[config.mk]
export PLATFORM = sky130hd
export DESIGN_NAME = irda_fir_rx_ctrl
export DESIGN_NICKNAME = d
export VERILOG_FILES = /design/src/rtl/irda_fir_rx_ctrl.sv
export SDC_FILE = /design/constraint.sdc
export NUM_CORES = 1
export LEC_CHECK = 0
export CORE_MARGIN = 1.5
export CORE_UTILIZATION = 45
export CTS_CLUSTER_SIZE = 24
export DETAILED_ROUTE_END_ITERATION = 12
export GPL_ROUTABILITY_DRIVEN = 0
export PLACE_DENSITY_LB_ADDON = 0.1
export SLEW_MARGIN = 20
export SYNTH_ARGS = -nofsm -noshare
export SYNTH_HDL_FRONTEND = slang
export SYNTH_SLANG_ARGS = --single-unit
export TNS_END_PERCENT = 20
[constraint.sdc]
create_clock -name clk -period 2.3 [get_ports clk]
set_clock_uncertainty 0.15 [all_clocks]
set_input_delay 0.23 -clock clk [delete_from_list [all_inputs] [get_ports clk]]
set_output_delay 0.23 -clock clk [all_outputs]
set_load 0.01 [all_outputs]
[src/rtl/irda_fir_rx_ctrl.sv]
// irda_fir_rx_ctrl -- FIR receive sequencer.
//
// Arms the FIR receive datapath with restart pulses, supervises each frame
// (stop flag, decode error, RX FIFO overflow, inactivity), and queues a
// 20-bit status word per frame into a small first-word-fall-through FIFO
// read by the host. Each pushed word raises a one-clock interrupt.
//
// Status word: {tmo, ovf, rx_err, crc_err, length[15:0]}
//
// Ports:
//   clk, wb_rst_n_i       clock, asynchronous active-low reset
//   fir_rx4_enable        chip-rate tick enable; all timers count ticks
//   rx_en                 receiver enable; low forces IDLE
//   fir_sto_detected      stop flag seen
//   fir_rx_error          4PPM chip error / break
//   crc32_error           CRC result, sampled CRC_WAIT ticks after stop
//   fir_ifdlr_i           received byte length, sampled when reporting
//   rxfifo_add/full       RX FIFO push strobe and full flag
//   stat_pop              host pops the head status word
//   stat_ovf_clr          clears the sticky status-drop flag
//   fir_rx_restart        restart to the receive datapath
//   stat_dat_o/valid      head status word / FIFO non-empty
//   stat_ovf              sticky: a status word was dropped
//   irq_o                 one-clock pulse per pushed status word
//   frame_cnt/err_cnt     good/bad frame counters
//
// Optional build macro IRDA_FIR_RX_CTRL_CNT_EN: when defined, frame_cnt and
// err_cnt are saturating 16-bit counters of pushed words; otherwise both
// outputs are tied to zero.

module irda_fir_rx_ctrl #(
    parameter int unsigned STAT_AW       = 2,
    parameter int unsigned RESTART_TICKS = 4,
    parameter int unsigned CRC_WAIT      = 3,
    parameter int unsigned GAP_TICKS     = 256
) (
    input  logic        clk,
    input  logic        wb_rst_n_i,
    input  logic        fir_rx4_enable,
    input  logic        rx_en,
    input  logic        fir_sto_detected,
    input  logic        fir_rx_error,
    input  logic        crc32_error,
    input  logic [15:0] fir_ifdlr_i,
    input  logic        rxfifo_add,
    input  logic        rxfifo_full,
    input  logic        stat_pop,
    input  logic        stat_ovf_clr,
    output logic        fir_rx_restart,
    output logic [19:0] stat_dat_o,
    output logic        stat_valid,
    output logic        stat_ovf,
    output logic        irq_o,
    output logic [15:0] frame_cnt,
    output logic [15:0] err_cnt
);

    localparam logic [2:0] S_IDLE    = 3'd0;
    localparam logic [2:0] S_RESTART = 3'd1;
    localparam logic [2:0] S_HUNT    = 3'd2;
    localparam logic [2:0] S_FRAME   = 3'd3;
    localparam logic [2:0] S_CHECK   = 3'd4;
    localparam logic [2:0] S_REPORT  = 3'd5;

    localparam int unsigned TMAX  = (RESTART_TICKS > CRC_WAIT) ? RESTART_TICKS : CRC_WAIT;
    localparam int unsigned TW    = $clog2(TMAX + 1);
    localparam int unsigned GW    = $clog2(GAP_TICKS + 1);
    localparam int unsigned DEPTH = 1 << STAT_AW;

    localparam logic [TW-1:0] RST_LAST = TW'(RESTART_TICKS - 1);
    localparam logic [TW-1:0] CRC_LAST = TW'(CRC_WAIT - 1);
    localparam logic [GW-1:0] GAP_LIM  = GW'(GAP_TICKS);

    logic [2:0]    state_q, state_d;
    logic [TW-1:0] tcnt_q, tcnt_d;
    logic [GW-1:0] gap_q, gap_d;
    logic [3:0]    flags_q, flags_d;   // {tmo, ovf, rx_err, crc_err}
    logic          restart_q;
    logic          report;
    logic          ev_err, ev_ovf, ev_sto, ev_tmo;

    logic [19:0]      mem_q [DEPTH];
    logic [STAT_AW:0] wr_ptr_q, rd_ptr_q;
    logic             irq_q, ovf_q;
    logic             fifo_empty, fifo_full, rd_en, wr_ok, drop;
    logic [19:0]      stat_word;

    // ------------------------------------------------------------------
    // Sequencer
    // ------------------------------------------------------------------
    always_comb begin
        state_d = state_q;
        tcnt_d  = tcnt_q;
        gap_d   = gap_q;
        flags_d = flags_q;
        report  = 1'b0;
        ev_err  = 1'b0;
        ev_ovf  = 1'b0;
        ev_sto  = 1'b0;
        ev_tmo  = 1'b0;

        case (state_q)
            S_IDLE: begin
                tcnt_d  = '0;
                flags_d = '0;
                if (rx_en) state_d = S_RESTART;
            end
            S_RESTART: begin
                flags_d = '0;
                if (fir_rx4_enable) begin
                    if (tcnt_q == RST_LAST) begin
                        tcnt_d  = '0;
                        state_d = S_HUNT;
                    end else begin
                        tcnt_d = tcnt_q + 1'b1;
                    end
                end
            end
            S_HUNT: begin
                if (rxfifo_add) begin
                    gap_d   = '0;
                    state_d = S_FRAME;
                end
            end
            S_FRAME: begin
                if (rxfifo_add)          gap_d = '0;
                else if (fir_rx4_enable) gap_d = gap_q + 1'b1;

                ev_err = fir_rx_error;
                ev_ovf = rxfifo_add && rxfifo_full;
                ev_sto = fir_sto_detected;
                ev_tmo = (gap_d == GAP_LIM);

                // Every coincident event is recorded; only the exit is prioritised.
                if (ev_err || ev_ovf || ev_sto || ev_tmo)
                    flags_d = {ev_tmo, ev_ovf, ev_err, 1'b0};

                if (ev_err || ev_ovf) begin
                    state_d = S_REPORT;
                end else if (ev_sto) begin
                    tcnt_d  = '0;
                    state_d = S_CHECK;
                end else if (ev_tmo) begin
                    state_d = S_REPORT;
                end
            end
            S_CHECK: begin
                if (fir_rx4_enable) begin
                    if (tcnt_q == CRC_LAST) begin
                        flags_d[0] = crc32_error;
                        tcnt_d     = '0;
                        state_d    = S_REPORT;
                    end else begin
                        tcnt_d = tcnt_q + 1'b1;
                    end
                end
            end
            S_REPORT: begin
                report  = 1'b1;
                tcnt_d  = '0;
                state_d = S_RESTART;
            end
            default: state_d = S_IDLE;
        endcase

        // Dropping rx_en abandons the frame, including a pending report.
        if (!rx_en) begin
            state_d = S_IDLE;
            report  = 1'b0;
        end
    end

    always_ff @(posedge clk or negedge wb_rst_n_i) begin
        if (!wb_rst_n_i) begin
            state_q   <= S_IDLE;
            tcnt_q    <= '0;
            gap_q     <= '0;
            flags_q   <= '0;
            restart_q <= 1'b0;
        end else begin
            state_q   <= state_d;
            tcnt_q    <= tcnt_d;
            gap_q     <= gap_d;
            flags_q   <= flags_d;
            // Registered so the output is low during reset yet tracks IDLE/RESTART.
            restart_q <= (state_d == S_IDLE) || (state_d == S_RESTART);
        end
    end

    assign fir_rx_restart = restart_q;

    // ------------------------------------------------------------------
    // Status FIFO (first-word-fall-through)
    // ------------------------------------------------------------------
    assign stat_word  = {flags_q, fir_ifdlr_i};
    assign fifo_empty = (wr_ptr_q == rd_ptr_q);
    assign fifo_full  = (wr_ptr_q[STAT_AW] != rd_ptr_q[STAT_AW]) &&
                        (wr_ptr_q[STAT_AW-1:0] == rd_ptr_q[STAT_AW-1:0]);
    assign rd_en      = stat_pop && !fifo_empty;
    // A same-cycle pop frees the slot being written.
    assign wr_ok      = report && (!fifo_full || rd_en);
    assign drop       = report && fifo_full && !rd_en;

    always_ff @(posedge clk or negedge wb_rst_n_i) begin
        if (!wb_rst_n_i) begin
            for (int unsigned i = 0; i < DEPTH; i++) mem_q[i] <= '0;
        end else if (wr_ok) begin
            mem_q[wr_ptr_q[STAT_AW-1:0]] <= stat_word;
        end
    end

    always_ff @(posedge clk or negedge wb_rst_n_i) begin
        if (!wb_rst_n_i) begin
            wr_ptr_q <= '0;
            rd_ptr_q <= '0;
            irq_q    <= 1'b0;
            ovf_q    <= 1'b0;
        end else begin
            if (wr_ok) wr_ptr_q <= wr_ptr_q + 1'b1;
            if (rd_en) rd_ptr_q <= rd_ptr_q + 1'b1;
            irq_q <= wr_ok;
            if (drop)              ovf_q <= 1'b1;
            else if (stat_ovf_clr) ovf_q <= 1'b0;
        end
    end

    assign stat_dat_o = mem_q[rd_ptr_q[STAT_AW-1:0]];
    assign stat_valid = !fifo_empty;
    assign stat_ovf   = ovf_q;
    assign irq_o      = irq_q;

    // ------------------------------------------------------------------
    // Frame counters
    // ------------------------------------------------------------------
`ifdef IRDA_FIR_RX_CTRL_CNT_EN
    logic [15:0] frame_cnt_q, err_cnt_q;

    always_ff @(posedge clk or negedge wb_rst_n_i) begin
        if (!wb_rst_n_i) begin
            frame_cnt_q <= '0;
            err_cnt_q   <= '0;
        end else if (wr_ok) begin
            if (stat_word[19:16] == 4'd0) begin
                if (frame_cnt_q != '1) frame_cnt_q <= frame_cnt_q + 1'b1;
            end else begin
                if (err_cnt_q != '1) err_cnt_q <= err_cnt_q + 1'b1;
            end
        end
    end

    assign frame_cnt = frame_cnt_q;
    assign err_cnt   = err_cnt_q;
`else
    assign frame_cnt = '0;
    assign err_cnt   = '0;
`endif

endmodule

==> impl_metrics.json <==
{
  "fin_crit_sh": 0.954,
  "yosys.area.top_type_share": 0.490,
  "postCtsSetupRepairBufs": 0,
  "netlist_top_cells_area": "dfrtp_1 49%, mux2_1 16%, mux4_2 8.2%",
  "slew_violations": 0,
  "crit_slowest_cell": "mux4_2",
  "clk_latency_ns": 0.35,
  "peakVddDrop_mv": 0.425,
  "relSlewSlack": 0.647,
  "clk_path_buf_depth": 2,
  "antenna_found_initial": 0,
  "yosysSeqAreaShare": 0.490,
  "power.density_nw_per_um2": 672,
  "grt_pass1_wl_um": 18400,
  "crit_arrival_ns": 1.81,
  "synthTopCellsByCount": "108 x dfrtp_1, 79 x mux2_1, 41 x buf_4, 22 x nand2_1, 20 x mux4_2",
  "fin_crit_ns": 2.19,
  "syn_area_per_cell_um2": 12.8,
  "portBuffers": 50,
  "startpoint": "rd_ptr_q[0]",
  "yosysWarnings": 0,
  "netlist_instances": 430,
  "synth-main-ff-cell": "dfrtp_1",
  "first_iter_violations": 133,
  "whs_ns": 0.244,
  "avgViaCountPerCell": 5.33,
  "path_clk_slew_ns": 0.07,
  "cts_root_buf": "clkbuf_16",
  "worst_setup_path_end_kind": "primary output",
  "num_antenna_cells": 0,
  "dr.pass1.iters": 4,
  "grt_util_all_layers": 0.184,
  "drive_gt1_frac": 0.167,
  "io_pins": 83,
  "core_um2": 12000,
  "path_max_fanout": 12,
  "wl_um": 10800,
  "remaining_drc_errors": 0,
  "fin_area_um2": 6590,
  "antenna_left": 0,
  "fp.dieArea_um2": 12900,
  "rows": 40,
  "rsz0062_at_grt": "no",
  "synth-edff-count": 0,
  "hp-class": "input pin to asynchronous set/reset pin",
  "dr_total_vias": 3502,
  "grt_overflow": 0,
  "die_x_um": 114,
  "tightest_slew_ns": 0.529,
  "grt_pass1_vias": 3594,
  "dp_hpwl_um": 7790,
  "async_flop_share": 1.00,
  "hold_viol_final": 0,
  "cts_tree": "yes",
  "htreeDepth": 3,
  "synth_cell_types": 56,
  "setup_violations": 0,
  "total_power_uw": 4430,
  "rr_startpoint": "rd_ptr_q[0]",
  "wl_per_cell_um": 16.5,
  "area_growth_pct": 19.6,
  "crit_type": "register to primary output",
  "syn-cell-area_um2": 5510,
  "critical_path.max_stage_delay_ns": 0.51,
  "initial_core_util": 0.461,
  "grt_start_max_net_pins": 43,
  "static-leakage-power_uw": 0.00331,
  "fmax_mhz": 456,
  "yosys.cell_count.top_type": "dfrtp_1",
  "layout.nets": 542,
  "cts_buffers": 9,
  "die_h_um": 114,
  "cp_cell_sequence": "buf_12 > mux4_2 > dlygate4sd2_1",
  "ys_ff_latch": 108,
  "yosysTopAreaCell": "dfrtp_1",
  "setup_tns_ns": 0,
  "status": "complete, no violations",
  "cp-start-kind": "register",
  "worstPathRequired_ns": 1.92,
  "clock-sinks": 108,
  "placed_area_um2": 6300,
  "cap_violations": 0
}
==> registers in the layout, indices dropped and copies added, names as in the netlist <==
register        cells
flags_q             4
stat_ovf            1
irq_o               1
gap_q               9
wr_ptr_q            3
state_q             3
mem_q              80
tcnt_q              3
rd_ptr_q            3
fir_rx_restart      1
==> layer usage <==
metal	routed length [µm]	global-route usage
met1	4710	0.232
met5	0	0
met2	5560	0.319
met4	131	0.0433
met3	410	0.0478
==> path summary, 6_finish.rpt <==
| check | slack, ns | endpoint | depth (start not counted) |
|---|---|---|---|
| min | 0.24 | mem_q[52] | 2 |
| max | 0.11 | stat_dat_o[19] | 3 |
| max reg2reg | 0.17 | mem_q[40] | 6 |
| min in group clk | 0.34 | mem_q[23] | 1 |
| max in group asynchronous | 1.07 | mem_q[1] | 3 |
| min reg2reg | 0.34 | mem_q[23] | 1 |
==> repair_timing <==
item / in CTS / in global routing
hold endpoints to repair: 36 / 0
endpoints found under the setup margin: 31 / 1
resized for setup: 24 / 1
hold buffers: 1 / 0
==> cell type report <==
class | instances | area, µm²
clock buffers | 11 | 253
repair buffers | 86 | 850
well taps | 147 | 184
fillers | 1076 | 5370
multi-input cells | 288 | 2520
inverters | 12 | 45.0
clock inverters | 5 | 35.0
flip-flops and latches | 108 | 2700
==> critical path, delay by kind of cell (launching register included) <==
family | cells | cell delay (ns)
flops | 1 | 0.43
mux | 1 | 0.51
buf+inv | 2 | 0.51
==> report_power, final <==
group	switching [µW]	internal, µW
registers	73.1	1970
clock network	702	796
logic	449	438
total	1220	3210
==> cells by family after synthesis <==
group                      count (synthesis)  synth area share
other                                      1          0.000680
xor gates and xnor gates                  11            0.0175
muxes                                    105             0.255
and+or+nand+nor                           75            0.0724
AOI/OAI and AO/OA                         55            0.0681
adders and majority gates                 10            0.0227
buffers and inverters                     65            0.0733
DFF                                      108             0.490
==> layout by cell type, fill, tap and decap left out, drive strengths merged, types with 4 or more instances in the layout <==
cell,instances
nand3,6
nand2,23
xnor2,6
clkdlybuf4s50,29
dlygate4sd2,19
a31oi,4
conb,32
xor2,5
nor2b,7
clkbuf,11
a21oi,5
nor2,16
o21ai,19
buf,36
mux2,83
nand2b,4
dfrtp,108
inv,13
mux4,20
ha,10
==> per-stage QoR <==
stage | instances | util | setup WS (ns)
2_1_floorplan | 461 | - | 0.448
3_3_place_gp | 640 | 0.527 | -0.134
3_5_place_dp | 640 | 0.527 | -0.181
4_1_cts | 657 | 0.551 | -0.0678
5_1_grt | 657 | 0.551 | 0.0455
6_report | 657 | 0.551 | 0.106
Power figures use the tool's default switching activity.
